<file path="src/rtl/msrv32_pkg.sv">
// ---------------------------------------------------------------------------
// msrv32_pkg
// Shared definitions for the MSRV32 machine-mode trap control:
//   - FSM state encoding of the trap sequencer
//   - PC source select codes driven to the PC mux
//   - mcause exception / interrupt codes
//   - opcode[6:2] of the SYSTEM instruction class
// ---------------------------------------------------------------------------
package msrv32_pkg;

   typedef enum logic [1:0] {
      S_RESET       = 2'b00,
      S_OPERATING   = 2'b01,
      S_TRAP_TAKEN  = 2'b10,
      S_TRAP_RETURN = 2'b11
   } mc_state_t;

   localparam logic [1:0] PC_SRC_BOOT = 2'b00;
   localparam logic [1:0] PC_SRC_EPC  = 2'b01;
   localparam logic [1:0] PC_SRC_TRAP = 2'b10;
   localparam logic [1:0] PC_SRC_NEXT = 2'b11;

   // Exception codes (mcause.interrupt = 0)
   localparam logic [3:0] CAUSE_MISALIGNED_INSTR = 4'd0;
   localparam logic [3:0] CAUSE_ILLEGAL          = 4'd2;
   localparam logic [3:0] CAUSE_BREAKPOINT       = 4'd3;
   localparam logic [3:0] CAUSE_MISALIGNED_LOAD  = 4'd4;
   localparam logic [3:0] CAUSE_MISALIGNED_STORE = 4'd6;
   localparam logic [3:0] CAUSE_ECALL_M          = 4'd11;

   // Interrupt codes (mcause.interrupt = 1)
   localparam logic [3:0] CAUSE_M_SW_INT         = 4'd3;
   localparam logic [3:0] CAUSE_M_TIMER_INT      = 4'd7;
   localparam logic [3:0] CAUSE_M_EXT_INT        = 4'd11;

   localparam logic [4:0] OPCODE_SYSTEM          = 5'b11100;

endpackage

</file>
<file path="src/rtl/msrv32_trap_prio.sv">
// ---------------------------------------------------------------------------
// msrv32_trap_prio
// Purely combinational trap detection and prioritisation.
// Inputs : decoder/fetch exception flags, SYSTEM instruction fields,
//          mstatus.MIE, mie enables and mip pending bits.
// Outputs: exception_out  - any synchronous exception this cycle
//          interrupt_out  - an enabled interrupt is pending
//          mret_out       - the instruction is a valid MRET
//          cause_out      - winning mcause code (exception beats interrupt)
//          i_or_e_out     - 1 when the winning trap is an interrupt
// ---------------------------------------------------------------------------
module msrv32_trap_prio
   import msrv32_pkg::*;
(
   input  logic       illegal_instr_in,
   input  logic       misaligned_load_in,
   input  logic       misaligned_store_in,
   input  logic       misaligned_instr_in,
   input  logic [4:0] opcode_6_to_2_in,
   input  logic [2:0] funct3_in,
   input  logic [6:0] funct7_in,
   input  logic [4:0] rs1_addr_in,
   input  logic [4:0] rs2_addr_in,
   input  logic [4:0] rd_addr_in,
   input  logic       mie_in,
   input  logic       meie_in,
   input  logic       mtie_in,
   input  logic       msie_in,
   input  logic       meip_in,
   input  logic       mtip_in,
   input  logic       msip_in,
   output logic       exception_out,
   output logic       interrupt_out,
   output logic       mret_out,
   output logic [3:0] cause_out,
   output logic       i_or_e_out
);

   logic is_system;
   logic is_ecall;
   logic is_ebreak;
   logic ext_int;
   logic sw_int;
   logic tmr_int;

   // Privileged SYSTEM encodings share funct3 = 0, rs1 = 0, rd = 0.
   // WFI is intentionally not decoded: it behaves as a NOP.
   assign is_system = (opcode_6_to_2_in == OPCODE_SYSTEM) && (funct3_in == 3'b000) &&
                      (rs1_addr_in == 5'd0) && (rd_addr_in == 5'd0);
   assign is_ecall  = is_system && (funct7_in == 7'b0000000) && (rs2_addr_in == 5'd0);
   assign is_ebreak = is_system && (funct7_in == 7'b0000000) && (rs2_addr_in == 5'd1);
   assign mret_out  = is_system && (funct7_in == 7'b0011000) && (rs2_addr_in == 5'b00010);

   assign exception_out = misaligned_instr_in | illegal_instr_in | is_ecall | is_ebreak |
                          misaligned_store_in | misaligned_load_in;

   assign ext_int = meie_in & meip_in;
   assign sw_int  = msie_in & msip_in;
   assign tmr_int = mtie_in & mtip_in;
   assign interrupt_out = mie_in & (ext_int | sw_int | tmr_int);

   always_comb begin
      cause_out  = CAUSE_MISALIGNED_INSTR;
      i_or_e_out = 1'b0;
      if (exception_out) begin
         if (misaligned_instr_in)      cause_out = CAUSE_MISALIGNED_INSTR;
         else if (illegal_instr_in)    cause_out = CAUSE_ILLEGAL;
         else if (is_ebreak)           cause_out = CAUSE_BREAKPOINT;
         else if (is_ecall)            cause_out = CAUSE_ECALL_M;
         else if (misaligned_store_in) cause_out = CAUSE_MISALIGNED_STORE;
         else                          cause_out = CAUSE_MISALIGNED_LOAD;
      end else if (interrupt_out) begin
         i_or_e_out = 1'b1;
         if (ext_int)     cause_out = CAUSE_M_EXT_INT;
         else if (sw_int) cause_out = CAUSE_M_SW_INT;
         else             cause_out = CAUSE_M_TIMER_INT;
      end
   end

endmodule

</file>
<file path="src/rtl/msrv32_machine_control.sv">
// ---------------------------------------------------------------------------
// msrv32_machine_control
// Machine-mode trap sequencer: reset -> operating -> trap entry / MRET return.
// Ports:
//   ms_riscv32_mp_clk_in / ms_riscv32_mp_rst_in : clock, sync active-low reset
//   *_in flags / instruction fields / MIE, mie, mip bits : trap sources
//   trap_taken_out   : combinational, exception or interrupt accepted now
//   pc_src_out       : 00 boot, 01 mepc, 10 trap vector, 11 next PC
//   flush_out        : kill the instruction in the pipeline
//   i_or_e_out, cause_out : registered mcause fields of the last trap
//   set_cause_out, set_epc_out, mie_clear_out, mie_set_out : CSR strobes
//   instret_inc_out  : retire the current instruction
// ---------------------------------------------------------------------------
module msrv32_machine_control
   import msrv32_pkg::*;
#(
   parameter int CAUSE_W = 4
) (
   input  logic               ms_riscv32_mp_clk_in,
   input  logic               ms_riscv32_mp_rst_in,
   input  logic               illegal_instr_in,
   input  logic               misaligned_load_in,
   input  logic               misaligned_store_in,
   input  logic               misaligned_instr_in,
   input  logic [4:0]         opcode_6_to_2_in,
   input  logic [2:0]         funct3_in,
   input  logic [6:0]         funct7_in,
   input  logic [4:0]         rs1_addr_in,
   input  logic [4:0]         rs2_addr_in,
   input  logic [4:0]         rd_addr_in,
   input  logic               mie_in,
   input  logic               meie_in,
   input  logic               mtie_in,
   input  logic               msie_in,
   input  logic               meip_in,
   input  logic               mtip_in,
   input  logic               msip_in,
   output logic               trap_taken_out,
   output logic [1:0]         pc_src_out,
   output logic               flush_out,
   output logic               i_or_e_out,
   output logic [CAUSE_W-1:0] cause_out,
   output logic               set_cause_out,
   output logic               set_epc_out,
   output logic               mie_clear_out,
   output logic               mie_set_out,
   output logic               instret_inc_out
);

   mc_state_t          state_q, state_d;
   logic [CAUSE_W-1:0] cause_q, cause_d;
   logic               i_or_e_q, i_or_e_d;

   logic               exception;
   logic               interrupt;
   logic               mret;
   logic [3:0]         trap_cause;
   logic               trap_i_or_e;

   msrv32_trap_prio u_trap_prio (
      .illegal_instr_in    (illegal_instr_in),
      .misaligned_load_in  (misaligned_load_in),
      .misaligned_store_in (misaligned_store_in),
      .misaligned_instr_in (misaligned_instr_in),
      .opcode_6_to_2_in    (opcode_6_to_2_in),
      .funct3_in           (funct3_in),
      .funct7_in           (funct7_in),
      .rs1_addr_in         (rs1_addr_in),
      .rs2_addr_in         (rs2_addr_in),
      .rd_addr_in          (rd_addr_in),
      .mie_in              (mie_in),
      .meie_in             (meie_in),
      .mtie_in             (mtie_in),
      .msie_in             (msie_in),
      .meip_in             (meip_in),
      .mtip_in             (mtip_in),
      .msip_in             (msip_in),
      .exception_out       (exception),
      .interrupt_out       (interrupt),
      .mret_out            (mret),
      .cause_out           (trap_cause),
      .i_or_e_out          (trap_i_or_e)
   );

   always_comb begin
      state_d         = state_q;
      cause_d         = cause_q;
      i_or_e_d        = i_or_e_q;
      trap_taken_out  = 1'b0;
      pc_src_out      = PC_SRC_NEXT;
      flush_out       = 1'b0;
      set_cause_out   = 1'b0;
      set_epc_out     = 1'b0;
      mie_clear_out   = 1'b0;
      mie_set_out     = 1'b0;
      instret_inc_out = 1'b0;
      case (state_q)
         S_RESET: begin
            pc_src_out = PC_SRC_BOOT;
            flush_out  = 1'b1;
            state_d    = S_OPERATING;
         end
         S_OPERATING: begin
            pc_src_out = PC_SRC_NEXT;
            // A faulting instruction does not retire; an interrupted one does.
            instret_inc_out = ~exception;
            if (exception | interrupt) begin
               trap_taken_out = 1'b1;
               cause_d        = CAUSE_W'(trap_cause);
               i_or_e_d       = trap_i_or_e;
               state_d        = S_TRAP_TAKEN;
            end else if (mret) begin
               state_d = S_TRAP_RETURN;
            end
         end
         S_TRAP_TAKEN: begin
            pc_src_out    = PC_SRC_TRAP;
            set_cause_out = 1'b1;
            set_epc_out   = 1'b1;
            mie_clear_out = 1'b1;
            flush_out     = 1'b1;
            state_d       = S_OPERATING;
         end
         S_TRAP_RETURN: begin
            pc_src_out  = PC_SRC_EPC;
            mie_set_out = 1'b1;
            flush_out   = 1'b1;
            state_d     = S_OPERATING;
         end
         default: state_d = S_RESET;
      endcase
   end

   always_ff @(posedge ms_riscv32_mp_clk_in) begin
      if (!ms_riscv32_mp_rst_in) begin
         state_q  <= S_RESET;
         cause_q  <= '0;
         i_or_e_q <= 1'b0;
      end else begin
         state_q  <= state_d;
         cause_q  <= cause_d;
         i_or_e_q <= i_or_e_d;
      end
   end

   assign cause_out  = cause_q;
   assign i_or_e_out = i_or_e_q;

endmodule
</file>
<file path="config.mk">
export PLATFORM = sky130hd
export DESIGN_NAME = msrv32_machine_control
export DESIGN_NICKNAME = d
export VERILOG_FILES = /design/src/rtl/msrv32_pkg.sv /design/src/rtl/msrv32_trap_prio.sv /design/src/rtl/msrv32_machine_control.sv
export SDC_FILE = /design/constraint.sdc
export NUM_CORES = 1
export LEC_CHECK = 0
export BUFFER_PORTS_ARGS = -buffer_cell sky130_fd_sc_hd__buf_4
export CORE_MARGIN = 5
export CORE_UTILIZATION = 33
export CTS_CLUSTER_DIAMETER = 60
export DETAILED_ROUTE_END_ITERATION = 8
export GPL_TIMING_DRIVEN = 0
export PLACE_DENSITY = 0.75
export SKIP_CTS_REPAIR_TIMING = 1
export SLEW_MARGIN = 15
export SYNTH_ARGS = -nofsm -noshare
export SYNTH_HDL_FRONTEND = slang
export SYNTH_SLANG_ARGS = --single-unit
export TNS_END_PERCENT = 5
</file>
<file path="constraint.sdc">
create_clock -name ms_riscv32_mp_clk_in -period 2.38 [get_ports ms_riscv32_mp_clk_in]
set_clock_uncertainty 0.15 [all_clocks]
set_input_delay 0.357 -clock ms_riscv32_mp_clk_in [delete_from_list [all_inputs] [get_ports ms_riscv32_mp_clk_in]]
set_output_delay 0.357 -clock ms_riscv32_mp_clk_in [all_outputs]
set_load 0.005 [all_outputs]
</file>
==> results of run 1 <==
area by class of cell:
type	instances	area (um2)	share of cell area (%)
timing repair buffer	61	458	42.6
inverter	5	18.8	1.75
multi-input combinational	51	388	36.1
sequential	7	140	13.0
tap	17	21.3	1.98
buffer	4	22.5	2.10
clock buffer	4	26.3	2.44
worst max-delay path by stage:
| stage | cells past startpoint | endpoint | start |
|---|---|---|---|
| after floorplan | 3 | trap_taken_out | rd_addr_in[0] |
| after global placement | 6 | trap_taken_out | funct3_in[0] |
| after detailed placement | 6 | trap_taken_out | opcode_6_to_2_in[1] |
| after CTS | 6 | trap_taken_out | opcode_6_to_2_in[1] |
| after global routing | 6 | instret_inc_out | rd_addr_in[0] |
| final | 6 | instret_inc_out | rd_addr_in[0] |
power by group through the flow:
| stage | Sequential, uW | Clock [uW] | Combinational [uW] |
|---|---|---|---|
| after floorplan | 135 | 0 | 61.6 |
| after global placement | 136 | 0 | 157 |
| after global routing | 135 | 124 | 178 |
| final | 134 | 112 | 161 |
| after CTS | 134 | 115 | 162 |
| after detailed placement | 136 | 0 | 162 |
worst register-to-register path, cell delays in order (launching register included):
cell,delay [ns]
dfxtp_1,0.38
ha_1,0.16
clkbuf_1,0.34
nand2_1,0.08
or4_2,0.54
o2111a_1,0.16
registers in the layout, indices dropped and copies added (netlist names):
signal	count
state_q	2
i_or_e_out	1
cause_out	4
stage by stage:
stage | TNS (ns) | hold WS (ns) | util, % | power, uW
floorplan | 0 | 0.302 | - | 197
global route | -0.0537 | 0.255 | 63.6 | 437
global placement | 0 | 0.300 | 59.4 | 293
CTS | 0 | 0.256 | 61.0 | 411
finish | 0 | 0.253 | 63.6 | 407
detailed placement | 0 | 0.308 | 59.4 | 298
kinds of logic (layout without fill, tap and decap cells):
| logic type | Yosys count | in the layout | synth area share (%) |
|---|---|---|---|
| multiplexers | 1 | 1 | 1.98 |
| flip-flops | 7 | 7 | 24.6 |
| AND/OR/NAND/NOR | 32 | 32 | 39.6 |
| buffers and inverters | 9 | 74 | 7.25 |
| adder cells (fa/ha/maj) | 3 | 3 | 6.59 |
| AO/OA/AOI/OAI | 15 | 15 | 20.0 |
per-layer routing:
layer / vias to the layer above / track usage, % / wire length [um]
met1: 361 / 18.0 / 795
met4: 0 / 3.93 / 12
met3: 3 / 4.58 / 111
met5: - / 0 / 0
li1: 384 / - / -
met2: 23 / 29.4 / 1110
cell usage in the layout, fill, tap and decap left out:
cell type	netlist	layout
nor4_1	4	4
a2111oi_0	1	1
or4_1	1	1
nor2_1	5	5
o2111a_1	1	1
and3b_1	1	1
a211o_1	1	1
ha_1	3	3
or2_2	1	1
or4_2	1	1
inv_1	5	5
nand3_1	1	1
nand4b_1	1	1
o21ai_0	3	3
a21boi_0	1	1
nor4b_2	1	1
o21a_1	1	1
a21oi_1	2	2
and4bb_2	1	1
nor4_4	2	2
nand4_1	2	2
mux2_2	1	1
clkbuf_4	0	3
a22oi_1	1	1
buf_4	2	63
dfxtp_1	7	7
o22ai_1	2	2
nor3_1	1	1
nand4_2	1	1
o31ai_1	1	1
o31a_4	1	1
or3_1	1	1
clkbuf_1	2	3
nand2_1	8	8
==> metrics, run 1 <==
Ant. Diodes 0; Least-Margin Pin Slew 0.702 ns; Die Span Y 51.5 um; Pleak 0.000529 uW; max_cap viols 0; flops & latches, synth 7; most frequent CP cell buf_4; NetSw 117 uW; Cells after Synth 67; Async S/R FF share, synth 0%; die area approximately 2700 um2; Rel. slew slack around 53%; average wire per standard cell 13.6 um; Combinational Power Share 39.5%; fillcell total about 170; DRC Markers 0; CTS sink cnt 7; pin count of the biggest net entering global routing 11; clk buf depth 2; pre-CTS setup slack 0.0246 ns; final hold violation count 0; Seq/Total Area, Yosys roughly 25%; Netlist cell types 33; Int Pwr roughly 290 uW; first-pass GRT wire length ~3200 um; core area 1690 um2; # rows 15; routed vias/inst 5.17; Clk Latency, worst-skew pair 0.26 ns; Min-Delay Path Class in -> reg; CP Max Fanout 4; Post-Syn Nets between 100 and 150; Final Setup Violations 0; switching share of total power 28.7%; min cycle time layout 2.36 ns; CTS tree built; synthesized cell area 569 um2; reg-to-reg slack, setup ~0.46 ns; port bufs 55; Clock Power Share between 20 and 30%; clock-pin slew on the worst setup and hold paths 0.05 ns; initial antenna violation count 0; GP Congestion between 0.8 and 0.9; drt initial violations 9; vias in the first global route 757; Initial Utilization 33.7%; slowest stage delay, CP ~0.60 ns; post-route cell area 1070 um2; hold_sp misaligned_instr_in; delay-heaviest family, CP simple AND/OR/NAND/NOR gates; Reg2Reg Depth 5; CP Cell Sequence buf_4 > or4_1 > nor4_4 > buf_4 > nor3_1 > buf_4; critical path class in -> out; Setup crit start kind primary input; total number of vias 771; layout cells sized above 1 a little under three fifths; setup ws final 0.0198 ns; CTS buffer count 3; Area Overhead vs Synth 88.8%; global route total overflow 0; top post-synthesis cells by area dfxtp_1 25%, nor4_4 7.5%, ha_1 6.6%; Reg power frac between 30% and 40%; worst r2r dst cause_out[1]; Synth top cells by count 8 x nand2_1, 7 x dfxtp_1, 5 x inv_1, 5 x nor2_1, 4 x nor4_1; die extent in x roughly 50 um; gr usage total 16.0%; Top FF cell, synth dfxtp_1; pwr/cell area between 300 and 400 nW/um2; Root Driver clkbuf_4; post-route ant nets 0; critical path required time 1.87 ns; critical path's slowest cell or4_1; count leader, synth nand2_1; Synth top area share 24.6%; FMAX 424 MHz; YS warnings 0; Detailed Place HPWL 1690 um; I/O pin count 57; CP arrival 1.85 ns; DRT Pass-1 Iters 3; final period utilization 99.2%; Critical path buffers and inverters 3; status completed; non-filler instance count after layout 149; Hold EP cause_out[1]; Placed Area 1000 um2; placed cells 139; worst vdd ir 254 uV; post-synth top area cell dfxtp_1; syn avg cell area approximately 8.5 um2; max-slew violation count 0; Hold Path Depth 3; H-tree Lvls 1; Post-synth EDFFs 0; detailed-route wire length about 2000 um; CP endpoint kind output port; Worst R2R Start state_q[0]; nets approximately 180
(Power assumes the default switching activity.)
==> run 2: changes to the inputs <==
- ABC_AREA: default -> 1
- CORE_MARGIN: 5 -> 3
- PLACE_DENSITY: 0.75 -> 0.68
==> run 2 against run 1 <==
- worst hold slack worse by 0.024 ns
- non-clock buffer count fell by 7
- combinational power is 21% higher
- critical path depth increased by 3
- global-route usage down 1.1 points
- critical path type unchanged
- critical endpoint is now trap_taken_out
==> metrics, run 2 <==
Synth top cells by count 22 x nor2_1, 20 x nand2_1, 12 x inv_1; routed vias/inst 4.41; critical path's slowest cell nor3_4; H-tree Lvls 1; # rows 15; layout cells sized above 1 48.1%; Async S/R FF share, synth 0%; CP arrival 1.42 ns; GP Congestion 0.749; flops & latches, synth 7; Top FF cell, synth dfxtp_1; die extent in x 50.5 um; Final Setup Violations 0; clock-pin slew on the worst setup and hold paths 0.05 ns; Root Driver clkbuf_4; min cycle time layout 1.92 ns; YS warnings 0; Least-Margin Pin Slew 0.473 ns; core area between 1500 and 2000 um2; CTS buffer count 3; Pleak 0.000626 uW; max reg flops 4; DRT Pass-1 Iters 4; critical path class in -> out; Area Overhead vs Synth 73.2%; Clk Latency, worst-skew pair 0.25 ns; worst vdd ir roughly 370 uV; nets between 200 and 250; post-synth top area cell dfxtp_1; fillcell total 194; I/O pin count 57; RSZ-0062 raised after global routing no; top post-synthesis cells by area dfxtp_1 21%, nor2_1 13%, nand2_1 11%; syn avg cell area 6.40 um2; total number of vias around 820; Ant. Diodes 0; post-route ant nets 0; Detailed Place HPWL roughly 1700 um; first-pass GRT wire length 2960 um; Netlist cell types 24; Setup crit start kind primary input; port bufs 56; commonest cells after routing, fill and taps aside 58 x buf_4, 22 x nor2_1, 20 x nand2_1, 12 x inv_1, 9 x nand3_1; average wire per standard cell a little under 10 um; reg-to-reg slack, setup 1.07 ns; pwr/cell area 393 nW/um2; gr usage total about 15%; initial antenna violation count 0; drt initial violations 6; status completed; Post-Syn Nets around 150; CP endpoint kind output port; count leader, synth nor2_1; pin count of the biggest net entering global routing 8; max_cap viols 0; FMAX 520 MHz; global route total overflow 0; Util after Layout 62.8%; Hold Slack 0.228 ns; Initial Utilization roughly 36%; final hold violation count 0; CTS sink cnt 7; Cells after Synth 102; Synth top area share 21.5%; die area 2550 um2; CTS tree built; critical path required time ~1.9 ns; Rel. slew slack between 60% and 70%; CP Cell Sequence buf_4 > nor2_1 > nand2_1 > nor3_4 > nand2_4 > nand4_4 > nand2_4 > clkinv_4 > buf_4; clk buf depth 2; Die Span Y 50.5 um; slowest stage delay, CP around 0.25 ns; vias in the first global route 754; Seq/Total Area, Yosys a little over a fifth; DRC Markers 0; setup TNS 0 ns; CP Max Fanout 7; final period utilization 80.8%; detailed-route wire length 1850 um; most common cell after layout, fill and taps aside buf_4; Post-synth EDFFs 0; Min-Delay Path Class in -> reg; max-slew violation count 0; synthesized cell area 653 um2
run 2: changes by cell type in the layout (fill, tap and decap cells not counted), sizes merged, moves of 2 or more:
cell	change
nor2	+24
nand2	+16
nand3	+8
inv	+7
buf	-5
nor4	-5
clkbuf	-2
o22ai	-2
or4	-2
run 2: kinds of logic (layout without fill, tap and decap cells):
| kind of cell | Yosys count | in the layout | synth area share [%] |
|---|---|---|---|
| simple gates | 71 | 71 | 57.5 |
| buf+inv | 15 | 75 | 10.5 |
| flops | 7 | 7 | 21.5 |
| compound gates | 6 | 6 | 4.79 |
| fa+ha+maj | 3 | 3 | 5.75 |
run 2: cell type report:
| class | instances | area [um2] | share of cell area (%) |
|---|---|---|---|
| Multi-Input combinational cell | 80 | 444 | 39.3 |
| Timing Repair Buffer | 56 | 420 | 37.2 |
| Sequential cell | 7 | 140 | 12.4 |
| Inverter | 13 | 53.8 | 4.76 |
| Tap cell | 25 | 31.3 | 2.77 |
| Clock buffer | 4 | 26.3 | 2.32 |
| Buffer | 2 | 15.0 | 1.33 |
run 2: power by group:
| group | internal (uW) | switching (uW) | leakage [uW] |
|---|---|---|---|
| registers | 131 | 9.74 | 0.0000576 |
| logic | 113 | 82.1 | 0.000554 |
| clock network | 64.0 | 44.2 | 0.0000150 |
| total | 308 | 136 | 0.000626 |
run 2: per-layer routing:
layer  track usage [%]  part of all wire [%]  up-vias
li1                  -                     -      440
met3              5.04                   6.8        0
met4              1.35                     0        0
met1              15.6                    39      358
met5                 0                     0        -
met2              29.3                    54       26
run 2: final timing paths:
check,end,start,cells past startpoint
min reg2reg,cause_out[0],cause_out[0],2
min,cause_out[3],ms_riscv32_mp_rst_in,3
max reg2reg,cause_out[2],state_q[1],6
max,trap_taken_out,rs2_addr_in[3],9
run 2: critical path, delay by kind of cell:
| family | cells | cell delay (ns) |
|---|---|---|
| buffers and inverters | 3 | 0.29 |
| AND/OR/NAND/NOR | 6 | 0.76 |
run 2: stage by stage:
| stage | setup WS [ns] | instance area (um2) | total power, uW | std cells |
|---|---|---|---|---|
| after global placement | 0.479 | 1100 | 336 | 183 |
| after CTS | 0.456 | 1130 | 452 | 187 |
| after global routing | 0.360 | 1130 | 481 | 187 |
| after detailed placement | 0.464 | 1100 | 341 | 183 |
| final | 0.457 | 1130 | 444 | 187 |
| after floorplan | 0.773 | 653 | 232 | 102 |
==> run 3: changes to the inputs <==
- ABC_AREA: 1 -> 0
- CORE_UTILIZATION: 33 -> 31
- PLACE_DENSITY: 0.68 -> 0.71
- clock period: 2.38 -> 1.6 ns (I/O delays scaled with it)
==> run 3 against run 2 <==
- the run now ends with setup timing left
- worst hold slack got worse by 0.10 ns
- setup slack got worse by 0.83 ns
- final area fell by 1.4%
- clock power rose by 49%
- first-iteration DRC count fell by 33%
- total power rose by 42%
- count of clock-buffer cells in the layout did not move
- sequential cell count did not move
- wire length fell by 6.6%
- cell count fell by 18%
- via count fell by 6.9%
- critical path type unchanged
- critical endpoint unchanged
- largest power group unchanged
==> metrics, run 3 (synthesis gave the netlist of run 1 again) <==
status finished, violations left; failing checks setup timing; drt initial violations 4; CTS buffer count 3; CTS tree built; min cycle time layout 1.97 ns; final hold violation count 0; pwr/cell area 567 nW/um2; FMAX 507 MHz; GRT met1 Usage 15.0%; critical path required time 1.21 ns; met3 GRT Util under 10%; commonest cells after routing, fill and taps aside 58 x buf_4, 8 x nand2_1, 5 x nor2_1, 5 x dfxtp_1; # rows 14; first-pass GRT wire length about 2800 um; max-slew violation count 0; RSZ-0062 raised after global routing yes; CP startpoint rd_addr_in[4]; Die Span Y approximately 49 um; detailed-route wire length 1730 um; pre-CTS setup slack -0.528 ns; Worst R2R Start state_q[1]; DRC Markers 0; CP endpoint kind output port; Pleak between 0.0005 and 0.0006 uW; I/O pin count 57; GP Congestion 0.747; initial antenna violation count 0; layer with the highest usage met2; worst r2r dst cause_out[1]; CP arrival 1.58 ns; Rel. slew slack between 50% and 60%; core area 1610 um2; area occupied by multi-input gates 410 um2; most common cell after layout, fill and taps aside buf_4; critical path class in -> out; H-tree Lvls 1; final period utilization 123%; placed cells 146; worst vdd ir 264 uV; routed vias/inst 4.98; hold_sp misaligned_instr_in; gr usage total 14.6%; Final Setup Violations 6; worst setup path endpoint trap_taken_out; Clk Latency, worst-skew pair 0.25 ns; max reg flops 4; DRT Pass-1 Iters 4; port bufs 55; Setup crit start kind primary input; fillcell total approximately 140; setup TNS -1.16 ns; Ant. Diodes 0; global route total overflow 0; reg-to-reg slack, setup 0.01 ns; Register Area 145 um2; total number of vias 767; nets between 150 and 200; clk buf depth 2; CP Max Fanout 6; Initial Utilization between 30% and 40%; clock-pin slew on the worst setup and hold paths 0.05 ns; Root Driver clkbuf_4; CTS sink cnt 7; Reg2Reg Depth 5; max_cap viols 0; met2 Use GR 27.8%; pin count of the biggest net entering global routing 11; setup ws final -0.374 ns; post-route ant nets 0; layout cells sized above 1 60.8%; Area Overhead vs Synth 95.8%; Least-Margin Pin Slew 0.638 ns; average wire per standard cell 11.2 um; vias in the first global route 701; Min-Delay Path Class in -> reg; die extent in x a little under 50 um; die area roughly 2400 um2; Detailed Place HPWL 1470 um; non-filler instance count after layout 154
-- run 3: worst min-delay path by stage --
stage / end / slack, ns / cells after the start
floorplan: cause_out[1] / 0.29 / 2
global placement: cause_out[2] / 0.30 / 2
detailed placement: cause_out[2] / 0.31 / 2
CTS: cause_out[1] / 0.13 / 3
global route: cause_out[1] / 0.14 / 3
finish: cause_out[1] / 0.12 / 3
-- run 3: power breakdown --
part | switching [uW] | leakage, uW | internal, uW | total [uW]
logic | 94.6 | 0.000464 | 173 | 268
clock network | 66.0 | 0.0000150 | 95.2 | 161
registers | 13.1 | 0.0000581 | 189 | 203
total | 174 | 0.000537 | 458 | 632
-- run 3: critical path, cell delays in order --
cell and delay (ns):
buf_6 0.09, or4_4 0.55, nor4_4 0.27, buf_4 0.18, o31a_4 0.15, buf_6 0.10
-- run 3: routing by layer --
| metal | vias up | wire [um] |
|---|---|---|
| li1 | 378 | - |
| met1 | 348 | 621 |
| met2 | 37 | 927 |
| met3 | 4 | 152 |
| met4 | 0 | 29 |
| met5 | - | 0 |
-- run 3: per-stage QoR --
| step | utilization, % | hold slack [ns] | total power [uW] | instance area, um2 |
|---|---|---|---|---|
| after detailed placement | 63.3 | 0.313 | 443 | 1020 |
| after global routing | 69.2 | 0.140 | 674 | 1110 |
| after global placement | 63.3 | 0.301 | 439 | 1020 |
| after floorplan | - | 0.285 | 294 | 577 |
| after CTS | 64.9 | 0.125 | 606 | 1050 |
| final | 69.2 | 0.125 | 632 | 1110 |
-- run 3: cell type report --
cell class	instances	share of cell area, %
tap	24	2.69
inverter	5	1.68
multi-input combinational	51	36.8
timing repair buffer	60	41.8
sequential	7	13.0
clock buffer	4	2.36
buffer	3	1.68
